<file path="src/rtl/game_pkg.sv">
// Shared codes for the quiz game: controller states, judgement codes, HP status
// codes and the sign-magnitude entry type with its equality helper.
package game_pkg;

  typedef enum logic [3:0] {
    ST_READY    = 4'b0010,
    ST_QUESTION = 4'b0011,
    ST_INPUT    = 4'b0100,
    ST_DRAW     = 4'b0110,
    ST_WRONG    = 4'b0111,
    ST_GOOD     = 4'b1000,
    ST_OUCH     = 4'b1001,
    ST_WIN      = 4'b1010,
    ST_LOSE     = 4'b1011
  } state_e;

  typedef enum logic [1:0] {
    JUDG_NONE = 2'b00,
    JUDG_GOOD = 2'b01,
    JUDG_OUCH = 2'b10,
    JUDG_DRAW = 2'b11
  } judg_e;

  localparam logic [1:0] HP_PLAY    = 2'b00;
  localparam logic [1:0] HP_OPP_OUT = 2'b01;
  localparam logic [1:0] HP_PLY_OUT = 2'b10;
  localparam logic [1:0] HP_INIT    = 2'd3;
  localparam logic [3:0] MAG_MAX    = 4'd9;

  typedef struct packed {
    logic       sign;
    logic [3:0] mag;
  } sm_t;

  // Zero compares equal regardless of its sign bit.
  function automatic logic sm_eq(sm_t x, sm_t y);
    return (x.mag == y.mag) && ((x.sign == y.sign) || (x.mag == 4'd0));
  endfunction

endpackage

</file>
<file path="src/rtl/tick_gen.sv">
// Divides the system clock down to a one-cycle tick every CLK_HZ cycles while
// enabled; the divider restarts from zero whenever the enable drops.
module tick_gen #(
  parameter int CLK_HZ = 50_000_000
) (
  input  logic clk_i,
  input  logic rst_ni,
  input  logic en_i,
  output logic tick_o
);

  localparam int            CW   = (CLK_HZ > 1) ? $clog2(CLK_HZ) : 1;
  localparam logic [CW-1:0] LAST = CW'(CLK_HZ - 1);

  logic [CW-1:0] cnt_q, cnt_d;

  always_comb begin
    cnt_d = '0;
    if (en_i && (cnt_q != LAST)) cnt_d = cnt_q + CW'(1);
  end

  always_ff @(posedge clk_i or negedge rst_ni) begin
    if (!rst_ni) cnt_q <= '0;
    else         cnt_q <= cnt_d;
  end

  assign tick_o = en_i && (cnt_q == LAST);

endmodule

</file>
<file path="src/rtl/answer_judge.sv">
// Answer entry, judgement and HP bookkeeping for one quiz round.
// Define OPPONENT_TIMER_EN to build in the per-round opponent countdown timer.
module answer_judge
  import game_pkg::*;
#(
  parameter int CLK_HZ    = 50_000_000,
  parameter int LIMIT_SEC = 10
) (
  input  logic       CLK,
  input  logic       RST_N,
  input  logic [3:0] STATE,
  input  logic [2:0] SEL,
  input  logic       DEC,
  input  logic       CLR_IN,
  input  logic       SUBMIT,
  input  logic [4:0] ANS_A,
  input  logic [4:0] ANS_B,
  output logic [1:0] JUDG_OUT,
  output logic       WRONG_OUT,
  output logic [1:0] HP_OUT,
  output logic [9:0] ENTRY,
  output logic [3:0] REMAIN
);

  sm_t        a_q, a_d, b_q, b_d;
  judg_e      judg_q, judg_d;
  logic       wrong_q, wrong_d;
  logic [1:0] opp_hp_q, opp_hp_d, ply_hp_q, ply_hp_d;
  logic [1:0] hp_out_q, hp_out_d;
  logic       prev_ready_q;

  logic in_input, in_ready, active, match, good, expire, reload;

  assign in_input = (STATE == ST_INPUT);
  assign in_ready = (STATE == ST_READY);
  assign active   = in_input && (judg_q == JUDG_NONE);
  assign reload   = in_ready && (hp_out_q != HP_PLAY);
  assign match    = (sm_eq(a_q, sm_t'(ANS_A)) && sm_eq(b_q, sm_t'(ANS_B))) ||
                    (sm_eq(a_q, sm_t'(ANS_B)) && sm_eq(b_q, sm_t'(ANS_A)));
  assign good     = active && SUBMIT && match;

`ifdef OPPONENT_TIMER_EN
  logic [3:0] remain_q, remain_d;
  logic       tick, tmr_en;

  assign tmr_en = active && (remain_q != 4'd0);

  tick_gen #(.CLK_HZ(CLK_HZ)) u_tick (
    .clk_i (CLK),
    .rst_ni(RST_N),
    .en_i  (tmr_en),
    .tick_o(tick)
  );

  assign expire = tick && (remain_q == 4'd1);

  always_comb begin
    remain_d = remain_q;
    if (in_ready)  remain_d = 4'(LIMIT_SEC);
    else if (tick) remain_d = remain_q - 4'd1;
  end

  always_ff @(posedge CLK or negedge RST_N) begin
    if (!RST_N) remain_q <= 4'(LIMIT_SEC);
    else        remain_q <= remain_d;
  end

  assign REMAIN = remain_q;
`else
  localparam int unused_cfg = CLK_HZ + LIMIT_SEC;
  assign expire = 1'b0;
  assign REMAIN = 4'd0;
`endif

  function automatic logic [3:0] mag_step(logic [3:0] m);
    return (m >= MAG_MAX) ? 4'd0 : m + 4'd1;
  endfunction

  // A held judgement releases only once the controller has left INPUT.
  always_comb begin
    judg_d = judg_q;
    if (judg_q != JUDG_NONE) begin
      if (!in_input) judg_d = JUDG_NONE;
    end else if (active) begin
      if (good && expire) judg_d = JUDG_DRAW;
      else if (good)      judg_d = JUDG_GOOD;
      else if (expire)    judg_d = JUDG_OUCH;
    end
  end

  always_comb begin
    wrong_d  = active && SUBMIT && !match;
    opp_hp_d = opp_hp_q;
    ply_hp_d = ply_hp_q;
    if (reload) begin
      opp_hp_d = HP_INIT;
      ply_hp_d = HP_INIT;
    end else if (judg_q == JUDG_NONE) begin
      if ((judg_d == JUDG_GOOD) && (opp_hp_q != 2'd0)) opp_hp_d = opp_hp_q - 2'd1;
      if ((judg_d == JUDG_OUCH) && (ply_hp_q != 2'd0)) ply_hp_d = ply_hp_q - 2'd1;
    end
    if (opp_hp_d == 2'd0)      hp_out_d = HP_OPP_OUT;
    else if (ply_hp_d == 2'd0) hp_out_d = HP_PLY_OUT;
    else                       hp_out_d = HP_PLAY;
  end

  always_comb begin
    a_d = a_q;
    b_d = b_q;
    if (reload || ((STATE == ST_QUESTION) && prev_ready_q)) begin
      a_d = '0;
      b_d = '0;
    end else if (active) begin
      if (CLR_IN) begin
        a_d = '0;
        b_d = '0;
      end else if (DEC) begin
        case (SEL)
          3'd0:    a_d.sign = ~a_q.sign;
          3'd1:    a_d.mag  = mag_step(a_q.mag);
          3'd2:    b_d.sign = ~b_q.sign;
          3'd3:    b_d.mag  = mag_step(b_q.mag);
          default: ;
        endcase
      end
    end
  end

  always_ff @(posedge CLK or negedge RST_N) begin
    if (!RST_N) begin
      a_q          <= '0;
      b_q          <= '0;
      judg_q       <= JUDG_NONE;
      wrong_q      <= 1'b0;
      opp_hp_q     <= HP_INIT;
      ply_hp_q     <= HP_INIT;
      hp_out_q     <= HP_PLAY;
      prev_ready_q <= 1'b0;
    end else begin
      a_q          <= a_d;
      b_q          <= b_d;
      judg_q       <= judg_d;
      wrong_q      <= wrong_d;
      opp_hp_q     <= opp_hp_d;
      ply_hp_q     <= ply_hp_d;
      hp_out_q     <= hp_out_d;
      prev_ready_q <= in_ready;
    end
  end

  assign JUDG_OUT  = judg_q;
  assign WRONG_OUT = wrong_q;
  assign HP_OUT    = hp_out_q;
  assign ENTRY     = {a_q, b_q};

endmodule

</file>
<file path="config.mk">
export PLATFORM = sky130hd
export DESIGN_NAME = answer_judge
export DESIGN_NICKNAME = d
export VERILOG_FILES = /design/src/rtl/game_pkg.sv /design/src/rtl/tick_gen.sv /design/src/rtl/answer_judge.sv
export SDC_FILE = /design/constraint.sdc
export NUM_CORES = 1
export LEC_CHECK = 0
export ABC_AREA = 1
export CAP_MARGIN = 20
export CELL_PAD_IN_SITES_DETAIL_PLACEMENT = 1
export CELL_PAD_IN_SITES_GLOBAL_PLACEMENT = 2
export CORE_UTILIZATION = 27
export CTS_BUF_LIST = sky130_fd_sc_hd__clkbuf_4 sky130_fd_sc_hd__clkbuf_8
export CTS_CLUSTER_SIZE = 20
export DETAILED_ROUTE_END_ITERATION = 16
export GPL_TIMING_DRIVEN = 1
export PLACE_DENSITY = 0.91
export RECOVER_POWER = 50
export SLEW_MARGIN = 20
export SYNTH_ARGS = -nofsm -noshare
export SYNTH_HDL_FRONTEND = slang
export SYNTH_SLANG_ARGS = --single-unit
</file>
<file path="constraint.sdc">
create_clock -name CLK -period 2.5 [get_ports CLK]
set_clock_uncertainty 0.2 [all_clocks]
set_input_delay 0.5 -clock CLK [delete_from_list [all_inputs] [get_ports CLK]]
set_output_delay 0.5 -clock CLK [all_outputs]
set_load 0.02 [all_outputs]
</file>
==> results.cfg, run 1 <==
[drt]
ant_nets = 0
drt_pass1_iterations = 4
via_count = 1443
drt_wl_total_mm = 3.876
viasPerCell = 4.426
avgRoutedWirePerCell_um = 11.89
drtIter0Drc = 33
drcViolationCount = 0

[worst_setup_path]
worstSetupEndpointType = flip-flop
critPathMaxFanout = 5
criticalPathCategory = in -> reg
critical_path_required_ps = 2480
arrival_ps = 2320
reg2regPathDepth = 15
crit_path_start_kind = input pin

[timing]
fmax_mhz = 427.8
setup_slack_ps = 162.5
finalHoldViolCount = 0
relSlewSlack = 0.2738
drv_slew = 0
setup_viol_count_final = 0
period_needed_ps = 2338
fin_crit_sh = 0.9350
worst_pin_slew_ps = 1089
grt_setup_unrepaired = no

[logic_synthesis]
synth_area_leaders = dfrtp_1, nand2_1, inv_1, dfstp_2, ha_1
synth_compound_area_frac = 0.07227
netlist_top_cells_count = nand2_1, inv_1, nand3_1, dfrtp_1, nor2_1
synthSimpleGateAreaFrac = 0.3605
synth-adder-area-share = 0.05882
syn_avg_cell_area_um2 = 7.090
synth_top_family_by_area = simple AND/OR/NAND/NOR gates
ys_warn_count = 0
synth_xor_xnor_area_share = 0.05294
synth.most_common_cell = nand2_1
synthCells = 210
yosys.area.top_type = dfrtp_1
seq_area_frac_synth = 0.3395
netlist_area_mm2 = 0.001489
yosysTopAreaCellShare = 0.2689
async_flop_share = 1.000
ys_ff_latch = 20
synth_flop_cell = dfrtp_1
synth_cell_type_count = 26
synth_edf_count = 0
synthMuxAreaShare = 0

[pwr]
vdd_ir_drop_max_mv = 0.2607
p_switching_mw = 0.7324
internal_power_mw = 0.9278
seq_power_share = 0.332
p_leak_nw = 1.016
comb_power_share = 0.544
clockPowerShare = 0.125
total_power_mw = 1.660
p_sw_frac = 0.4412
pwr_density_cell_mw_per_mm2 = 823.6

[grt]
grt_util_met1 = 0.1660
grtUsageTotal = 0.1381
gr-max-usage-layer = met2
grt_max_degree = 21
antenna_found_initial = 0
use_met2 = 0.2532
grt_pass1_vias = 1410
gr-total-overflow = 0
grt_pass1_wl_mm = 6.423
grt_use_met3 = 0.02395

[run]
maxCapViolations = 0

[clocking]
cts_root_buffer = clkbuf_8
clk_latency_ps = 250
cts_hold_buf = 0
cts-resized-gates = 0
clock_sinks = 20
clk_pin_slew_ps = 70
cts_inserted_buffers = 3
postCtsSetupBuffers = 0
htree_num_levels = 1
cts_tree = yes
clock_tree.buffer_depth = 2

[floorplan]
io_pins = 41
rows = 26
die_area_mm2 = 0.005816
start_util = 0.2861
fp.dieH_um = 76.26
core_mm2 = 0.005205
die_w_um = 76.26

[cells_and_area]
syn_to_final_growth_pct = 35.38
nNetsFinal = 287
drive_gt1_frac = 0.1445
finalInstanceArea_mm2 = 0.002016
diodes = 0

[outcome]
status = complete, no violations

[placed_design]
dp_hpwl_mm = 3.293
placed_cell_area_mm2 = 0.001978
place_congestion = 0.7726
portBuffers = 36
dpl_worst_slack_ps = -50.23

[hold_path]
hold_path_depth = 2
hold_class = reg -> reg
[per-stage QoR]
| step | hold slack (ps) | std cells | util | TNS, ps |
|---|---|---|---|---|
| finish | 266.3 | 326 | 0.3873 | 0 |
| global route | 291.1 | 326 | 0.3873 | 0 |
| global placement | 255.8 | 323 | 0.3800 | 0 |
| floorplan | 4.409 | 213 | - | 0 |
| CTS | 271.2 | 326 | 0.3880 | 0 |
| detailed placement | 260.4 | 323 | 0.3800 | -68.62 |
[area by class of cell]
type                            count  area (µm²)
Tap cell                           70       87.58
Multi-Input combinational cell    152       825.8
Timing Repair Buffer               44       416.7
Fill cell                         672        3189
Sequential cell                    20       505.5
Clock buffer                        3       41.29
Inverter                           37       138.9
[logic make-up after synthesis]
family / Yosys count
flops: 20
fa+ha+maj: 7
other cells: 1
buf+inv: 41
compound gates: 17
simple gates: 115
xor+xnor: 9
[sequential cells by signal (all words and copies together), names as in the netlist]
signal,flops
ENTRY,10
HP_OUT,2
JUDG_OUT,2
WRONG_OUT,1
opp_hp_q,2
ply_hp_q,2
prev_ready_q,1
[layout by cell type, fill, tap and decap left out, types with 5 or more instances in the layout]
| cell type | instances |
|---|---|
| nand3_1 | 17 |
| ha_1 | 7 |
| xnor2_1 | 9 |
| a21oi_1 | 7 |
| nand2_1 | 66 |
| inv_1 | 29 |
| nor2_1 | 11 |
| clkdlybuf4s50_1 | 32 |
| buf_4 | 7 |
| nand2_2 | 5 |
| o21ai_1 | 5 |
| nor3_1 | 5 |
| dfrtp_1 | 16 |
| inv_2 | 8 |
[per-layer routing]
metal / share of wire / vias up
met3: 0.043 / 2
met1: 0.44 / 681
met5: 0 / -
li1: - / 730
met2: 0.52 / 30
met4: 0.0036 / 0
[worst max-delay path: stages]
cell and delay, ps:
dlygate4sd3_1 610, nor3_4 260, nand3_1 120, nand2_2 100
inv_2 70, nand2_4 80, nand2_4 80, nand2_4 80
nand2_2 80, inv_2 90, nand3_1 100, a21oi_1 140
[worst paths after layout]
kind	from	endpoint	slack, ps
worst max-delay path	STATE[3]	ENTRY[5]$_DFFE_PN0P_	160
worst min-delay path	ply_hp_q[1]$_DFF_PN1_	ply_hp_q[1]$_DFF_PN1_	270
worst max register to register	ENTRY[6]$_DFFE_PN0P_	HP_OUT[1]$_DFF_PN0_	330
worst min register to register	ply_hp_q[1]$_DFF_PN1_	ply_hp_q[1]$_DFF_PN1_	270
max in group asynchronous	RST_N	ENTRY[4]$_DFFE_PN0P_	680
min in group asynchronous	RST_N	JUDG_OUT[1]$_DFF_PN0_	760
[power by group through the flow]
| stage | combinational, mW | sequential (mW) | clock (mW) |
|---|---|---|---|
| 2_1_floorplan | 0.461 | 0.628 | 0 |
| 5_1_grt | 1.01 | 0.571 | 0.229 |
| 3_5_place_dp | 0.921 | 0.561 | 0 |
| 6_report | 0.903 | 0.550 | 0.207 |
| 3_3_place_gp | 0.894 | 0.558 | 0 |
| 4_1_cts | 0.925 | 0.556 | 0.213 |
No activity file was read; power rests on OpenSTA's default activity.
==> run 2: changes to the inputs <==
Settings changed: CAP_MARGIN 20 to unset.
==> results of run 2 <==
Same layout as run 1: the final DEF is identical, and so are final timing and power.
==> run 3: changes to the inputs <==
Settings changed: CAP_MARGIN set to 20.
==> results of run 3 <==
Same layout as run 1: the final DEF is identical, and so are final timing and power.
==> RTL edit, RTL diff (config.mk and constraints of run 3) <==
Remove the register `wrong_q`: a continuous assignment takes its place, so the output `WRONG_OUT` follows one clock earlier.
--- a/src/rtl/answer_judge.sv
+++ b/src/rtl/answer_judge.sv
@@ -131,7 +131,6 @@
       a_q          <= '0;
       b_q          <= '0;
       judg_q       <= JUDG_NONE;
-      wrong_q      <= 1'b0;
       opp_hp_q     <= HP_INIT;
       ply_hp_q     <= HP_INIT;
       hp_out_q     <= HP_PLAY;
@@ -140,13 +139,14 @@
       a_q          <= a_d;
       b_q          <= b_d;
       judg_q       <= judg_d;
-      wrong_q      <= wrong_d;
       opp_hp_q     <= opp_hp_d;
       ply_hp_q     <= ply_hp_d;
       hp_out_q     <= hp_out_d;
       prev_ready_q <= in_ready;
     end
   end
+
+  assign wrong_q = wrong_d;
 
   assign JUDG_OUT  = judg_q;
   assign WRONG_OUT = wrong_q;
Formal check against the unedited RTL: not equivalent (a bounded check fails within 4 cycles, from zero or initial values and one cycle with RST_N low).
==> RTL edit against run 3 <==
Count of clock-buffer cells in the layout unchanged. Cell area increased by 4.5%. Cell count up 4.0%. Register-to-register slack gained 0.18 ns. Power up 2.5%. Via count grew 2.7%. Area after synthesis down 2.6%. Sequential cell count decreased by 1. Worst setup slack worse by 0.017 ns. Combinational power grew 9.6%. Wire length shrank 1.0%. Die area is 2.5% lower.
==> RTL edit: results (changes against run 3) <==
- The number of max-slew violations in the final report is 0 (unchanged).
- The number of antenna repair diodes is 0 (unchanged).
- The cell type group with the largest total delay on the critical path is simple AND/OR/NAND/NOR gates (unchanged).
- The final layout net count is 299 (was 287).
- Synth top cells by count: nand2_1 (62), inv_1 (29), nand3_1 (17), dfrtp_1 (15), nor2_1 (14) (was nand2_1 (66), inv_1 (29), nand3_1 (17), dfrtp_1 (16), nor2_1 (11)).
- The global-route congestion overflow total came to 0 (unchanged).
- The clock edge transition at the registers on the reported setup and hold paths is 0.07 ns (about the same).
- The setup slack at placement is -0.515 ns (was -0.0502 ns).
- The placed cell count came to 335 (was 323).
- The routed wire length is 3840 um (was 3880 um).
- The via count of the first global-routing pass was 1521 (was 1410).
- The pin count of the biggest net entering global routing is 20 (was 21).
- The port buffer count was 36 (unchanged).
- The number of antenna violations at the first check in global routing was 0 (unchanged).
- The transition at the pin with the smallest max-transition slack is 1.04 ns (was 1.09 ns).
- The critical-path cell with the highest stage delay is dfrtp_1 (was dlygate4sd3_1).
- The global-route total usage across every layer is 15.1% (was 13.8%).
- The maximum buffer depth of the clock tree is 2 (unchanged).
- The number of flip-flops in the largest register is 10 (unchanged).
- The share of synthesized registers carrying an async set or reset is 100% (unchanged).
- The number of warnings issued by yosys was 0 (unchanged).
- The mean cell area of the mapped netlist is 6.94 um2 (was 7.09 um2).
- The ratio of cells with drive above 1 in the final layout was 21.6% (was 14.5%).
- The maximum resistive drop on vdd is 309 uV (was 261 uV).
- The depth of the CTS H-tree is 1 (unchanged).
- The depth of the worst hold-timing path was 2 (unchanged).
- The kind of path behind the tightest hold check is reg -> reg (unchanged).
- Result of the run: finished, final reports clean (unchanged).
- The detailed placer's ending HPWL is 3250 um (was 3290 um).
- The master cell of the clock root buffer is clkbuf_8 (unchanged).
- The leakage component of the power came to 0.00115 uW (was 0.00102 uW).
- The first-pass iteration count of the detailed router is 4 (unchanged).
- The first-iteration detailed-routing DRC count is 25 (was 33).
- The per-cell via count in the routed design is 4.37 (was 4.43).
- The routability-driven placement congestion ratio came to 0.754 (was 0.773).
- The clock latency reported for the late side of the worst-skew pair is 0.25 ns (about the same).
- The number of inserted filler cells in the final layout came to 682 (was 672).
- The number of cells on the worst reg-to-reg path is 15 (unchanged).
- The number of different library cells in the post-synthesis netlist is 28 (was 26).
- The arrival time at the worst endpoint is 1.65 ns (was 2.32 ns).
- The worst-path maximum fanout is 2 (was 5).
- The number of post-CTS setup repair buffers was 0 (unchanged).
- The total CTS buffers is 3 (unchanged).
- The average wire length per cell after detail routing was 11.3 um (was 11.9 um).
- The global-route wire length before repair is 6550 um (was 6420 um).
- Leading cell types by total area after synthesis: dfrtp_1 (26%), nand2_1 (16%), inv_1 (7.5%), dfstp_2 (7.2%), ha_1 (6.0%) (was dfrtp_1 (27%), nand2_1 (17%), inv_1 (7.3%), dfstp_2 (7.1%), ha_1 (5.9%)).
- The share of synthesized area occupied by flip-flops and latches was 33.1% (was 33.9%).
- The internal cell power is 977 uW (was 928 uW).
- The maximum cell stage delay along the critical path is 0.36 ns (was 0.61 ns).
-- RTL edit: cell count changes after synthesis, moves of 2 or more --
cell	before	now
o21ai_0	0	5
nand2_1	66	62
nand2_4	4	0
o21ai_1	5	1
nor2_1	11	14
a31oi_1	2	0
inv_2	8	10
nand4_1	0	2
nor3_2	1	3
-- RTL edit: final timing paths --
path,to,start,slack (ns)
min in group asynchronous,JUDG_OUT[1],RST_N,0.74
worst min register to register,ply_hp_q[1],ply_hp_q[1],0.28
worst max-delay path,WRONG_OUT,ENTRY[5],0.15
worst min-delay path,ply_hp_q[1],ply_hp_q[1],0.28
worst max register to register,HP_OUT[1],ENTRY[0],0.51
max in group asynchronous,ENTRY[2],RST_N,0.74
-- RTL edit: tightest hold or removal path: cells and delay by family, from the launching register on --
| family | cells | cell delay [ns] |
|---|---|---|
| buf+inv | 1 | 0.06 |
| flops | 1 | 0.36 |
| simple gates | 1 | 0.06 |
-- RTL edit: power groups by stage --
stage          logic (uW)  clock network (uW)  registers [uW]
2_1_floorplan         431                   0             604
3_3_place_gp          983                   0             502
3_5_place_dp         1000                   0             509
4_1_cts              1010                 226             503
5_1_grt              1120                 232             515
6_report              990                 214             498
-- RTL edit: repair_timing --
action,in CTS,in global routing
setup endpoints to repair,1,1
gates resized for setup,8,13
cloned,0,0
pin swaps,0,1
-- RTL edit: cell type report --
type                            instances  area [um2]  share of cell area [%]
Timing Repair Buffer                   57         533                    25.3
Clock buffer                            3        41.3                    1.96
Inverter                               40         151                    7.19
Multi-Input combinational cell        149         807                    38.3
Clock inverter                          1        5.00                   0.238
Sequential cell                        19         480                    22.8
Tap cell                               70        87.6                    4.16
-- RTL edit: logic make-up (layout without fill, tap and decap cells) --
| kind of cell | count (synthesis) | after routing | synth area share [%] |
|---|---|---|---|
| compound gates | 16 | 16 | 7.07 |
| xor+xnor | 9 | 9 | 5.44 |
| fa+ha+maj | 7 | 7 | 6.04 |
| buf+inv | 44 | 101 | 12.5 |
| flops | 19 | 19 | 33.1 |
| other cells | 1 | 4 | 0.259 |
| simple gates | 113 | 113 | 35.5 |
-- RTL edit: routing by layer --
layer  GRT usage [%]  share of wire, %
met3            1.34               3.2
met4            4.32              0.70
met1            18.2                44
met5               0                 0
met2            28.3                52
-- RTL edit: metrics by stage --
step / TNS (ns) / instance area [um2]
final: 0 / 2110
after global routing: 0 / 2110
after CTS: 0 / 2080
after detailed placement: -0.557 / 2040
after global placement: -0.508 / 2040
after floorplan: 0 / 1460
